`config.mk`:
```
export PLATFORM = sky130hd
export DESIGN_NAME = dvi_pattern_sequencer
export DESIGN_NICKNAME = d
export VERILOG_FILES = /design/src/rtl/dvi_pattern_sequencer.sv
export SDC_FILE = /design/constraint.sdc
export NUM_CORES = 1
export LEC_CHECK = 0
export ABC_CLOCK_PERIOD_IN_PS = 2500
export BUFFER_PORTS_ARGS = -buffer_cell sky130_fd_sc_hd__buf_2
export CELL_PAD_IN_SITES_DETAIL_PLACEMENT = 1
export CELL_PAD_IN_SITES_GLOBAL_PLACEMENT = 2
export CORE_ASPECT_RATIO = 0.8
export CORE_MARGIN = 5
export CORE_UTILIZATION = 30
export DETAILED_ROUTE_END_ITERATION = 8
export GPL_TIMING_DRIVEN = 1
export PLACE_DENSITY_LB_ADDON = 0.12
export SYNTH_ARGS = -nofsm -noshare
export SYNTH_HDL_FRONTEND = slang
export SYNTH_SLANG_ARGS = --single-unit
```
`constraint.sdc`:
```
create_clock -name pixelClk -period 2.5 [get_ports pixelClk]
set_input_delay 0.375 -clock pixelClk [delete_from_list [all_inputs] [get_ports pixelClk]]
set_output_delay 0.375 -clock pixelClk [all_outputs]
set_load 0.005 [all_outputs]
```
`src/rtl/dvi_pattern_sequencer.sv`:
```
//-----------------------------------------------------------------------------
// dvi_pattern_sequencer
//
// Run controller for the RGB timing generator in the DVI tester. It starts
// and stops the generator through its enable/stopped handshake, counts
// frames on the falling edge of vsync, and steps the test-pattern selector
// at frame boundaries. Stepping is automatic after a fixed number of frames,
// or manual on request.
//
// Parameters:
//   NUM_PATTERNS       - number of patterns, patternSel wraps to 0 (2..8)
//   FRAMES_PER_PATTERN - frames per pattern when auto-advance is on (>=1)
//   START_TIMEOUT      - cycles allowed for genStopped to fall after enable
//   AUTO_ADVANCE       - 1 = step automatically, 0 = manual stepping only
//
// Ports:
//   pixelClk    in   pixel clock, the only clock
//   reset       in   synchronous active-high reset
//   start       in   pulse: begin output
//   stopReq     in   pulse: stop after the current frame
//   nextPattern in   pulse: step pattern (next frame boundary, or at once
//                    while idle)
//   genStopped  in   generator idle flag (1 = idle)
//   genVs       in   generator vsync, active low, idles high
//   genEnable   out  enable to the timing generator
//   patternSel  out  selected pattern, 0..NUM_PATTERNS-1
//   frameCount  out  frames since start, wraps 0xFFFF -> 0
//   running     out  high in RUN only
//   fault       out  sticky start-timeout flag
//-----------------------------------------------------------------------------
module dvi_pattern_sequencer #(
  parameter int NUM_PATTERNS       = 8,
  parameter int FRAMES_PER_PATTERN = 60,
  parameter int START_TIMEOUT      = 16,
  parameter int AUTO_ADVANCE       = 1
) (
  input  logic        pixelClk,
  input  logic        reset,
  input  logic        start,
  input  logic        stopReq,
  input  logic        nextPattern,
  input  logic        genStopped,
  input  logic        genVs,
  output logic        genEnable,
  output logic [2:0]  patternSel,
  output logic [15:0] frameCount,
  output logic        running,
  output logic        fault
);

  localparam int TIMER_W = (START_TIMEOUT > 1) ? $clog2(START_TIMEOUT) : 1;

  localparam logic [TIMER_W-1:0] TIMER_LAST = TIMER_W'(START_TIMEOUT - 1);
  localparam logic [2:0]         LAST_PAT   = 3'(NUM_PATTERNS - 1);
  localparam logic [15:0]        LAST_FRAME = 16'(FRAMES_PER_PATTERN - 1);

  typedef enum logic [2:0] {
    S_IDLE,
    S_ARM,
    S_RUN,
    S_DRAIN,
    S_FAULT
  } state_t;

  state_t              state_q, state_d;
  logic                gen_enable_q, gen_enable_d;
  logic [2:0]          pattern_sel_q, pattern_sel_d;
  logic [15:0]         frame_count_q, frame_count_d;
  logic                fault_q, fault_d;
  logic                vs_last_q, vs_last_d;
  logic                pending_next_q, pending_next_d;
  logic [15:0]         frame_ctr_q, frame_ctr_d;
  logic [TIMER_W-1:0]  timer_q, timer_d;

  logic                frame_edge;
  logic                auto_hit;
  logic [2:0]          pattern_inc;

  // vsync is active low, so a frame boundary is a high-to-low transition
  // seen against the previous cycle's sample.
  assign frame_edge = vs_last_q & ~genVs;

  // Auto-advance fires on the edge that closes the last frame of a pattern.
  assign auto_hit = (AUTO_ADVANCE != 0) && (frame_ctr_q == LAST_FRAME);

  // Wrapping increment of the pattern selector, shared by IDLE preview
  // stepping and RUN frame-boundary stepping.
  assign pattern_inc = (pattern_sel_q == LAST_PAT) ? 3'd0 : pattern_sel_q + 3'd1;

  // Next-state and next-output logic. Every register holds by default, and
  // each state only touches what it owns.
  always_comb begin
    state_d        = state_q;
    gen_enable_d   = gen_enable_q;
    pattern_sel_d  = pattern_sel_q;
    frame_count_d  = frame_count_q;
    fault_d        = fault_q;
    vs_last_d      = genVs;
    pending_next_d = pending_next_q;
    frame_ctr_d    = frame_ctr_q;
    timer_d        = timer_q;

    unique case (state_q)
      S_IDLE: begin
        gen_enable_d = 1'b0;
        // Stepping while stopped gives an immediate preview on the monitor.
        if (nextPattern) begin
          pattern_sel_d = pattern_inc;
        end
        // A stop request in the same cycle cancels the start.
        if (start && !stopReq) begin
          gen_enable_d = 1'b1;
          timer_d      = '0;
          state_d      = S_ARM;
        end
      end

      S_ARM: begin
        gen_enable_d = 1'b1;
        if (stopReq) begin
          gen_enable_d = 1'b0;
          state_d      = S_DRAIN;
        end else if (!genStopped) begin
          // The generator has acknowledged, so begin counting from a clean
          // frame and pattern dwell.
          frame_count_d  = '0;
          frame_ctr_d    = '0;
          pending_next_d = 1'b0;
          state_d        = S_RUN;
        end else if (timer_q == TIMER_LAST) begin
          gen_enable_d = 1'b0;
          fault_d      = 1'b1;
          state_d      = S_FAULT;
        end else begin
          timer_d = timer_q + 1'b1;
        end
      end

      S_RUN: begin
        gen_enable_d = 1'b1;
        // A manual request and an auto-advance on the same edge still step
        // the pattern only once.
        if (frame_edge) begin
          frame_count_d = frame_count_q + 16'd1;
          if (pending_next_q || auto_hit) begin
            pattern_sel_d  = pattern_inc;
            frame_ctr_d    = '0;
            pending_next_d = 1'b0;
          end else begin
            frame_ctr_d = frame_ctr_q + 16'd1;
          end
        end
        // A request arriving on the edge itself waits for the next edge.
        if (nextPattern) begin
          pending_next_d = 1'b1;
        end
        // The frame edge of this cycle is still counted above before we
        // leave; a queued step is dropped.
        if (stopReq) begin
          gen_enable_d   = 1'b0;
          pending_next_d = 1'b0;
          state_d        = S_DRAIN;
        end
      end

      S_DRAIN: begin
        // The generator finishes its current frame on its own; there is no
        // timeout here and frame edges are ignored.
        gen_enable_d = 1'b0;
        if (genStopped) begin
          state_d = S_IDLE;
        end
      end

      S_FAULT: begin
        // Parked until the operator acknowledges with a stop; the fault
        // flag remains set until reset.
        gen_enable_d = 1'b0;
        fault_d      = 1'b1;
        if (stopReq) begin
          state_d = S_IDLE;
        end
      end

      default: begin
        gen_enable_d = 1'b0;
        state_d      = S_IDLE;
      end
    endcase
  end

  // State and output registers with synchronous reset. vsync idles high,
  // so the last sample resets to 1 to avoid a false edge after reset.
  always_ff @(posedge pixelClk) begin
    if (reset) begin
      state_q        <= S_IDLE;
      gen_enable_q   <= 1'b0;
      pattern_sel_q  <= 3'd0;
      frame_count_q  <= 16'd0;
      fault_q        <= 1'b0;
      vs_last_q      <= 1'b1;
      pending_next_q <= 1'b0;
      frame_ctr_q    <= 16'd0;
      timer_q        <= '0;
    end else begin
      state_q        <= state_d;
      gen_enable_q   <= gen_enable_d;
      pattern_sel_q  <= pattern_sel_d;
      frame_count_q  <= frame_count_d;
      fault_q        <= fault_d;
      vs_last_q      <= vs_last_d;
      pending_next_q <= pending_next_d;
      frame_ctr_q    <= frame_ctr_d;
      timer_q        <= timer_d;
    end
  end

  assign genEnable  = gen_enable_q;
  assign patternSel = pattern_sel_q;
  assign frameCount = frame_count_q;
  assign running    = (state_q == S_RUN);
  assign fault      = fault_q;

endmodule

```
# After elaboration in Yosys (flattened, before gate mapping)
# Index checks and enable logic that the tools add are counted.
# W data, S select, Z words.
dict set report word_totals {
  regBits 46
  input_bits 7
  output_inout_bits 22
  wordCells 93
}
dict set report op_classes {
  add_sub_neg 4
  n_eq_ne 22
  muxes 42
  bitwise 2
  n_reduce_logical 14
}
# operator n
set op_table {}
lappend op_table {{$mux W16} 5}
lappend op_table {{$pmux W16 S2} 2}
lappend op_table {{$mux W3} 11}
lappend op_table {{$add A16 B1 Y16 const B} 2}
lappend op_table {{$ne A2 B2 Y1 const B} 10}
lappend op_table {{$eq A16 B6 Y1 const B} 1}
lappend op_table {{$mux W4} 4}
lappend op_table {{$pmux W3 S5} 1}
lappend op_table {{$reduce_and A5 Y1} 3}
lappend op_table {{$mux W1} 14}
lappend op_table {{$reduce_and A4 Y1} 3}
lappend op_table {{$ne A4 B3 Y1 const B} 2}
lappend op_table {{$pmux W4 S2} 1}
lappend op_table {{$reduce_bool A2 Y1} 4}
lappend op_table {{$eq A3 B2 Y1 const B} 2}
lappend op_table {{$eq A3 B3 Y1 const B} 2}
lappend op_table {{$pmux W3 S2} 1}
lappend op_table {{$add A4 B1 Y4 const B} 1}
lappend op_table {{$eq A4 B4 Y1 const B} 1}
lappend op_table {{$ne A2 B1 Y1 const B} 2}
lappend op_table {{$ne A4 B4 Y1 const B} 1}
lappend op_table {{$pmux W1 S2} 2}
lappend op_table {{$add A3 B1 Y3 const B} 1}
lappend op_table {{$eq A3 B1 Y1 const B} 1}
lappend op_table {{7 further kinds} 7}

# Logic depth before layout (Yosys ltp)
# Gate-level depths: netlist of the first run.
dict set report depth {
  ltp_word 7
  mapped_depth 8
}

# Worst setup path after synthesis of the first run
# No wires, ideal clock.
dict set report synth_path {
  path_kind {reg-to-reg}
  start {register frame_ctr_q[0]}
  end {register frame_ctr_q[10]}
  arrival_time_ns 1.855
  required_time_ns 2.432
  setup_slack_ns 0.578
  stages_incl_launch_ff 9
  n_path_buf 2
  period_less_slack_ns 1.922
  path_cell_list {dfxtp_1 -> ha_1 -> nor3b_1 -> and4_1 -> buf_6 -> or3_1 -> buf_2 -> or3_1 -> o21ai_2}
}
dict set report synth_via {
  elab_chain_cells 5
  elab_cells_between_ends 6
  cone_classes {add/sub (1); eq/ne (1); mux (3); reduce/logical (1)}
}
# item line
set synth_lines {}
lappend synth_lines {{from (decl)} 72} ;# logic [15:0] frame_ctr_q, frame_ctr_d;
lappend synth_lines {{from (signal assigned)} 213} ;# frame_ctr_q <= frame_ctr_d;
lappend synth_lines {{branches (longest 2 deep; another with $add A16 B1 Y16)} --}
lappend synth_lines {{$mux W16 (*)} 145} ;# if (pending_next_q || auto_hit) begin
lappend synth_lines {{$mux W16 (*)} 143} ;# if (frame_edge) begin
lappend synth_lines {{$pmux W16 S2 (*)} 103} ;# unique case (state_q)
# Every way passes the cells marked *. The select of a mux whose other input is x is not followed.
# A chain may end at the register's enable or synchronous reset.

# Worst setup path after layout of the first run
dict set report layout_path {
  start {register state_q[1]}
  end {register frame_ctr_q[9]}
}
dict set report layout_via {
  elab_chain_cells 3
  elab_cells_between_ends 8
  cone_classes {eq/ne (5); mux (1); reduce/logical (2)}
}
# item line
set layout_lines {}
lappend layout_lines {{from (decl)} 65} ;# state_t state_q, state_d;
lappend layout_lines {{from (signal assigned)} 206} ;# state_q <= state_d;
lappend layout_lines {{$eq A3 B1 Y1 / $eq A3 B2 Y1 (equally long branches)} 103}
lappend layout_lines {{$ne A2 B2 Y1 (no source line), or another cell as far along} --}
lappend layout_lines {{$reduce_and A4 Y1 (no source line)} --}
# Parallel ways exist; a longest one is shown, timed or not.

==> results of run 1 <==
==> cell usage in the layout, fill, tap and decap left out, types with 4 or more instances in the layout <==
cell type,instances
a21o_1,5
a21oi_1,18
a31oi_1,6
buf_2,28
buf_4,6
clkbuf_8,6
dfxtp_1,46
ha_1,5
inv_1,11
mux2i_1,4
nand2_1,23
nand3_1,15
nand4_1,20
nor2_1,34
nor2b_1,6
nor3_1,8
nor4_1,5
o21ai_0,5
o21ai_2,5
or3_1,13
xor2_1,12
==> cells by family (layout without fill, tap and decap cells) <==
logic type,count (synthesis),count (layout),synth area share [%]
simple gates,148,148,33.0
compound gates,49,49,13.4
flops,46,46,38.5
buf+inv,27,53,4.81
xor+xnor,15,15,5.49
fa+ha+maj,5,5,2.62
mux,5,5,2.15
==> critical path: cells and delay by family, from the launching register on <==
kind,cells,cell delay [ps]
AOI/OAI and AO/OA,2,290
DFF,1,570
and+or+nand+nor,3,1290
==> routing by layer <==
metal / vias to the layer above / share of wire [%]
li1: 1108 / -
met1: 993 / 54
met3: 6 / 3.0
met5: - / 0
met4: 0 / 1.1
met2: 21 / 42
==> stage by stage <==
stage,hold WS (ps),worst slack (ps),power (mW)
floorplan,453,578,0.881
global placement,459,349,0.933
detailed placement,462,280,0.933
CTS,277,236,1.43
global route,294,102,1.48
finish,283,272,1.41
==> state kept, by name, summed over array words and instances, names as in the netlist <==
signal / count
genEnable: 1
patternSel: 3
vs_last_q: 1
state_q: 3
pending_next_q: 1
frameCount: 16
fault: 1
timer_q: 4
frame_ctr_q: 16
==> where the power goes <==
| group | internal (mW) | switching [mW] |
|---|---|---|
| Combinational | 0.0596 | 0.0994 |
| Sequential | 0.743 | 0.0132 |
| Clock | 0.224 | 0.267 |
==> final timing paths <==
path | start | end | slack, ps | cells after the start
hold reg to reg | fault | fault | 470 | 2
setup / recovery | state_q[1] | frame_ctr_q[9] | 270 | 5
setup reg to reg | state_q[1] | frame_ctr_q[9] | 270 | 5
hold / removal | genVs | vs_last_q | 280 | 2
==> cell type report <==
cell class	instances	area share (%)
repair buffers	34	6.77
clock buffers	7	3.16
multi-input cells	222	49.7
inverters	11	1.51
flip-flops and latches	46	33.7
clock inverters	1	0.183
well taps	108	4.94
==> what timing repair did <==
item	in CTS	in global routing
setup endpoints to repair	0	2
resized for setup	0	1
hold buffers	0	0
==> impl_metrics.yaml, run 1 <==
run_status:
  status: "complete, no violations"
cts:
  cts_root_buf: "clkbuf_8"
  cts_tree: "yes"
  ctsLongestPathBuffers: 2
  cts.sinks: 46
  path_clk_slew_ps: 90
  cts_setup_buffers: 0
  clock_latency_ps: 310
  htreeDepth: 2
  cts_made_buffers: 5
route:
  drt_pass1_iterations: 4
  routed_via_density: 4.96
  antenna_left: 0
  wl_um: 6290
  first_iter_violations: 75
  detail_route.wl_per_cell_um: 14.7
  drc_errors: 0
  vias: 2128
critical_path:
  path_max_fanout: 12
  slowest_delay_ps: 570
  slowest_stage: "dfxtp_1"
  setup.worst_path.class: "flip-flop to flip-flop"
  crit_required_ps: 2750
  critPathCaptureType: "flip-flop"
  cp_cell_sequence: "nor2b_1 -> o211ai_1 -> or3_1 -> or3_1 -> o21ai_2"
  arrival_ps: 2470
  cp_common_cell: "or3_1"
  startpoint_type: "flip-flop"
floorplan:
  die_area_um2: 9870
  core_area_um2: 7840
  die_w_um: 110
  io_pins: 29
  initial_core_util_pct: 30.5
  fp-row-count: 29
  die_h_um: 89.9
grt:
  grt_usage_pct: 13.4
  busiest_layer: "met2"
  grtUsageMet3_pct: 3.01
  grt_pass1_wl_um: 10600
  grt_antenna_before_repair: 0
  globalRouteMet1Util_pct: 19.1
  overflow: 0
  grt_max_degree: 26
  grt_pass1_vias: 2102
  grtUsageMet2_pct: 20.1
placed_design:
  place_area_um2: 2640
  post-place-cells: 421
  place.gp.congestion: 0.765
  hpwlAfterDp_um: 4540
  io_buffers: 28
synthesis:
  async_reset_ff_share_pct: 0
  synth_area_leaders: "dfxtp_1 39%, nor2_1 5.3%, nand4_1 5.2%"
  ys_seq_area_share_pct: 38.5
  synth_most_common_cell: "dfxtp_1"
  synth_ff_type: "dfxtp_1"
  synth_cells: 295
  synth_edf_count: 0
  ys_ff_latch: 46
  syn_nets: 307
  synth_cell_types: 48
  avgSynthCellArea_um2: 8.11
  synth_warnings: 0
  synth_top_area_cell: "dfxtp_1"
  synth_area_um2: 2390
  netlist.area_leader.share_pct: 38.5
  synth_commonest_cells: "46 x dfxtp_1, 34 x nor2_1, 23 x nand2_1, 20 x nand4_1, 18 x a21oi_1"
sta:
  slew_violations: 0
  tns_ps: 0
  tightest_slew_ps: 689
  min_period_over_period_pct: 89.1
  period_needed_ps: 2230
  rsz0062_at_grt: "no"
  hold_viol: 0
  max_freq_ghz: 0.449
  max_slew_margin_pct: 54.1
  setup_viol: 0
  skew_ps: 7.56
flow_run:
  cap_violations: 0
layout:
  drive_gt1_share_pct: 17.4
  fin_area_um2: 2730
  layout.nets: 332
  multiInputGateArea_um2: 1360
  final_cells: 429
  ff_latch_area_um2: 921
  fill_cells: 953
  final_util_pct: 34.9
  antenna_cells: 0
  syn2layout_area_growth_pct: 14.3
hold_path:
  worst_hold_path_type: "input port to flip-flop"
power_and_ir_drop:
  powerDensity_nw_per_um2: 515
  peakVddDrop_mv: 0.182
  power_leakage_nw: 1.02
No activity file was read; power rests on OpenSTA's default activity.
==> inputs of run 2 (changes only) <==
==> constraint.sdc (replaced) <==
create_clock -name pixelClk -period 2.5 [get_ports pixelClk]
set_input_delay 0.5 -clock pixelClk [delete_from_list [all_inputs] [get_ports pixelClk]]
set_output_delay 0.5 -clock pixelClk [all_outputs]
set_load 0.005 [all_outputs]
==> impl_metrics.yaml, run 2 (same netlist as run 1, synthesis figures left out) <==
run_status:
  status: "complete, no violations"
sta:
  slew_violations: 0
  hold_viol: 0
  tns_ps: 0
  period_needed_ps: 2230
  tightest_slew_ps: 719
  max_freq_ghz: 0.448
  rsz0062_at_grt: "no"
  setup_viol: 0
  max_slew_margin_pct: 52.1
  min_period_over_period_pct: 89.3
  skew_ps: 11.0
power_and_ir_drop:
  peakVddDrop_mv: 0.184
  powerDensity_nw_per_um2: 498
  power_leakage_nw: 1.01
cts:
  cts_hold_buf: 0
  cts_root_buf: "clkbuf_8"
  cts_tree: "yes"
  cts_made_buffers: 5
  htreeDepth: 2
  clock_latency_ps: 300
  ctsLongestPathBuffers: 2
  path_clk_slew_ps: 90
  cts.sinks: 46
floorplan:
  io_pins: 29
  die_area_um2: 9870
  initial_core_util_pct: 30.5
  fp-row-count: 29
  die_h_um: 89.9
  core_area_um2: 7840
  die_w_um: 110
grt:
  grt_pass1_wl_um: 11100
  grt_usage_pct: 13.8
  grt_max_degree: 22
  grt_antenna_before_repair: 0
  overflow: 0
  grt_pass1_vias: 2151
route:
  drt_pass1_iterations: 4
  antenna_left: 0
  routed_via_density: 5.04
  vias: 2162
  first_iter_violations: 91
  drc_errors: 0
  wl_um: 6330
  detail_route.wl_per_cell_um: 14.8
layout:
  layout.nets: 333
  final_common_cell: "dfxtp_1"
  layout_common_cells: "46 x dfxtp_1, 34 x nor2_1, 28 x buf_2"
  fin_area_um2: 2730
  syn2layout_area_growth_pct: 14.2
  antenna_cells: 0
  drive_gt1_share_pct: 17.4
  fill_cells: 987
critical_path:
  startpoint_type: "flip-flop"
  critPathCaptureType: "flip-flop"
  path_max_fanout: 12
  crit_required_ps: 2740
  arrival_ps: 2470
  setup.worst_path.class: "flip-flop to flip-flop"
placed_design:
  hpwlAfterDp_um: 4650
  place_area_um2: 2650
  place.gp.congestion: 0.729
  io_buffers: 28
flow_run:
  cap_violations: 0
hold_path:
  worst_hold_path_type: "input port to flip-flop"
==> run 2: changes by cell type in the layout (fill, tap and decap cells not counted), sizes merged <==
| cell | previous run | this run |
|---|---|---|
| clkinv | 1 | 0 |
| clkinvlp | 0 | 1 |
| buf | 34 | 35 |
| clkbuf | 7 | 6 |
==> run 2: where the power goes <==
part	internal, mW	switching (mW)
sequential	0.743	0.0131
clock	0.192	0.249
combinational	0.0615	0.100
total	0.997	0.362
==> run 2: area by class of cell <==
cell class	count	area [µm²]	share of cell area, %
repair buffers	35	193	7.06
clock buffers	6	72.6	2.66
well taps	108	135	4.95
clock inverters	1	7.51	0.275
flip-flops and latches	46	921	33.7
multi-input cells	222	1360	49.8
inverters	11	41.3	1.51
==> run 2: path summary, 6_finish.rpt <==
| check | to | from | cells after the start | slack (ps) |
|---|---|---|---|---|
| setup / recovery | frame_ctr_q[13] | state_q[1] | 5 | 270 |
| hold / removal | vs_last_q | genVs | 2 | 410 |
| setup reg to reg | frame_ctr_q[13] | state_q[1] | 5 | 270 |
| hold reg to reg | frame_ctr_q[15] | frame_ctr_q[15] | 2 | 490 |
==> run 2: per-stage QoR <==
stage               utilization (%)  hold slack (ps)  total power [mW]  worst slack [ps]  cells
floorplan                         -              453             0.881               542    295
global placement               33.7              463             0.937               303    422
detailed placement             33.7              478             0.937               259    422
CTS                            34.8              397              1.39               232    429
global route                   34.8              395              1.45              91.2    429
finish                         34.8              412              1.36               267    429
==> run 2: critical path, cell delays in order, from the launching register on <==
cell	delay, ps
dfxtp_1	590
nor2b_1	380
o211ai_1	230
or3_1	490
or3_1	400
o21ai_2	60
==> run 2: timing repair <==
action	4_1_cts	5_1_grt
setup endpoints to repair	0	5
buffers inserted	0	0
gates resized for setup	0	1
==> run 2: metal layers <==
metal | GRT usage (%) | vias up | part of all wire (%)
met5 | 0 | - | 0
met4 | 4.05 | 0 | 1.3
met3 | 2.65 | 8 | 2.3
met2 | 20.2 | 22 | 44
met1 | 20.4 | 1032 | 52
li1 | - | 1100 | -
==> inputs of run 3 (changes only) <==
--- a/config.mk
+++ b/config.mk
@@ -7,8 +7,6 @@
 export LEC_CHECK = 0
 export ABC_CLOCK_PERIOD_IN_PS = 2500
 export BUFFER_PORTS_ARGS = -buffer_cell sky130_fd_sc_hd__buf_2
-export CELL_PAD_IN_SITES_DETAIL_PLACEMENT = 1
-export CELL_PAD_IN_SITES_GLOBAL_PLACEMENT = 2
 export CORE_ASPECT_RATIO = 0.8
 export CORE_MARGIN = 5
 export CORE_UTILIZATION = 30
==> impl_metrics.yaml, run 3 (same netlist as run 1, synthesis figures left out) <==
route:
  routed_via_density: 4.93
  drt_pass1_iterations: 4
  vias: 2112
  drc_errors: 0
  detail_route.wl_per_cell_um: 13.3
  first_iter_violations: 78
  wl_um: 5700
  antenna_left: 0
floorplan:
  die_h_um: 89.9
  fp-row-count: 29
  initial_core_util_pct: 30.5
  die_w_um: 110
  die_area_um2: 9870
  io_pins: 29
  core_area_um2: 7840
cts:
  ctsLongestPathBuffers: 2
  cts_root_buf: "clkbuf_8"
  htreeDepth: 2
  cts_tree: "yes"
  cts.sinks: 46
  cts_made_buffers: 5
  cts_hold_buf: 0
  clock_latency_ps: 310
  path_clk_slew_ps: 90
critical_path:
  slowest_stage: "dfxtp_1"
  crit_required_ps: 2740
  cp_top_family: "simple AND/OR/NAND/NOR gates"
  cp-startpoint: "state_q[1]"
  startpoint_type: "flip-flop"
  rr_startpoint: "state_q[1]"
  arrival_ps: 2430
  slowest_delay_ps: 560
  crit_buf_inv: 0
  path_max_fanout: 12
  setup.worst_path.class: "flip-flop to flip-flop"
  cp_cell_sequence: "nor2b_1 -> o21ba_2 -> nand2_1 -> or3_1 -> a21oi_1"
  critPathCaptureType: "flip-flop"
layout:
  drive_gt1_share_pct: 17.5
  final_common_cell: "dfxtp_1"
  fill_cells: 856
  layout.nets: 331
  fin_area_um2: 2740
  antenna_cells: 0
  final_util_pct: 35.0
  syn2layout_area_growth_pct: 14.6
  layout_common_cells: "46 x dfxtp_1, 34 x nor2_1, 28 x buf_2"
grt:
  overflow: 0
  grt_antenna_before_repair: 0
  grtUsageMet2_pct: 16.7
  grt_pass1_wl_um: 9760
  grtUsageMet3_pct: 2.94
  grt_usage_pct: 12.0
  grt_max_degree: 17
  grt_pass1_vias: 1974
  busiest_layer: "met1"
  globalRouteMet1Util_pct: 18.0
sta:
  holdWs_ps: 408
  tightest_slew_ps: 683
  slew_violations: 0
  period_needed_ps: 2190
  max_slew_margin_pct: 54.4
  tns_ps: 0
  setup_viol: 0
  min_period_over_period_pct: 87.5
  hold_viol: 0
  max_freq_ghz: 0.457
  skew_ps: 18.6
  rsz0062_at_grt: "no"
power_and_ir_drop:
  powerDensity_nw_per_um2: 523
  power_leakage_nw: 1.02
  peakVddDrop_mv: 0.192
flow_run:
  cap_violations: 0
placed_design:
  hpwlAfterDp_um: 4050
  place.gp.congestion: 0.777
  io_buffers: 28
  place_area_um2: 2630
run_status:
  status: "complete, no violations"
hold_path:
  hold_start: "genVs"
  worst_hold_path_type: "input port to flip-flop"
[run 3: changes by cell type in the layout (fill, tap and decap cells not counted), sizes merged]
cell	before	now
clkbuf	6	7
buf	35	33
clkinv	0	1
clkinvlp	1	0
[run 3: final timing paths]
kind	to	slack [ps]	depth (start not counted)
max	frameCount[0]	310	5
min	vs_last_q	410	2
max reg2reg	frameCount[0]	310	5
min reg2reg	fault	480	2
[run 3: routing by layer]
layer,part of all wire [%],vias to the layer above,routed length [µm]
li1,-,1101,-
met1,53,981,3030
met2,42,23,2410
met3,3.4,7,195
met4,1.1,0,65
met5,0,-,0
[run 3: area by class of cell]
| class | instances | area (µm²) | share of cell area (%) |
|---|---|---|---|
| multi-input cells | 222 | 1360 | 49.6 |
| repair buffers | 33 | 178 | 6.48 |
| clock inverters | 1 | 8.76 | 0.320 |
| inverters | 11 | 41.3 | 1.51 |
| flip-flops and latches | 46 | 921 | 33.6 |
| clock buffers | 7 | 96.3 | 3.52 |
| well taps | 108 | 135 | 4.93 |
[run 3: repair_timing]
item	in CTS	in global routing
gates resized for setup	0	1
endpoints found under the setup margin	0	6
hold endpoints to repair	0	0
setup buffers	0	0
[run 3: power breakdown]
group / total [mW] / leakage, nW / switching [mW] / internal (mW)
Combinational: 0.154 / 0.595 / 0.0956 / 0.0579
Sequential: 0.755 / 0.372 / 0.0120 / 0.743
Clock: 0.524 / 0.0544 / 0.270 / 0.254
Total: 1.43 / 1.02 / 0.378 / 1.06
[run 3: stage by stage]
step / total power, mW / cells / setup slack (ps)
after floorplan: 0.881 / 295 / 542
after global placement: 0.927 / 420 / 348
after detailed placement: 0.926 / 420 / 300
after CTS: 1.45 / 428 / 313
after global routing: 1.50 / 428 / 75.2
final: 1.43 / 428 / 312
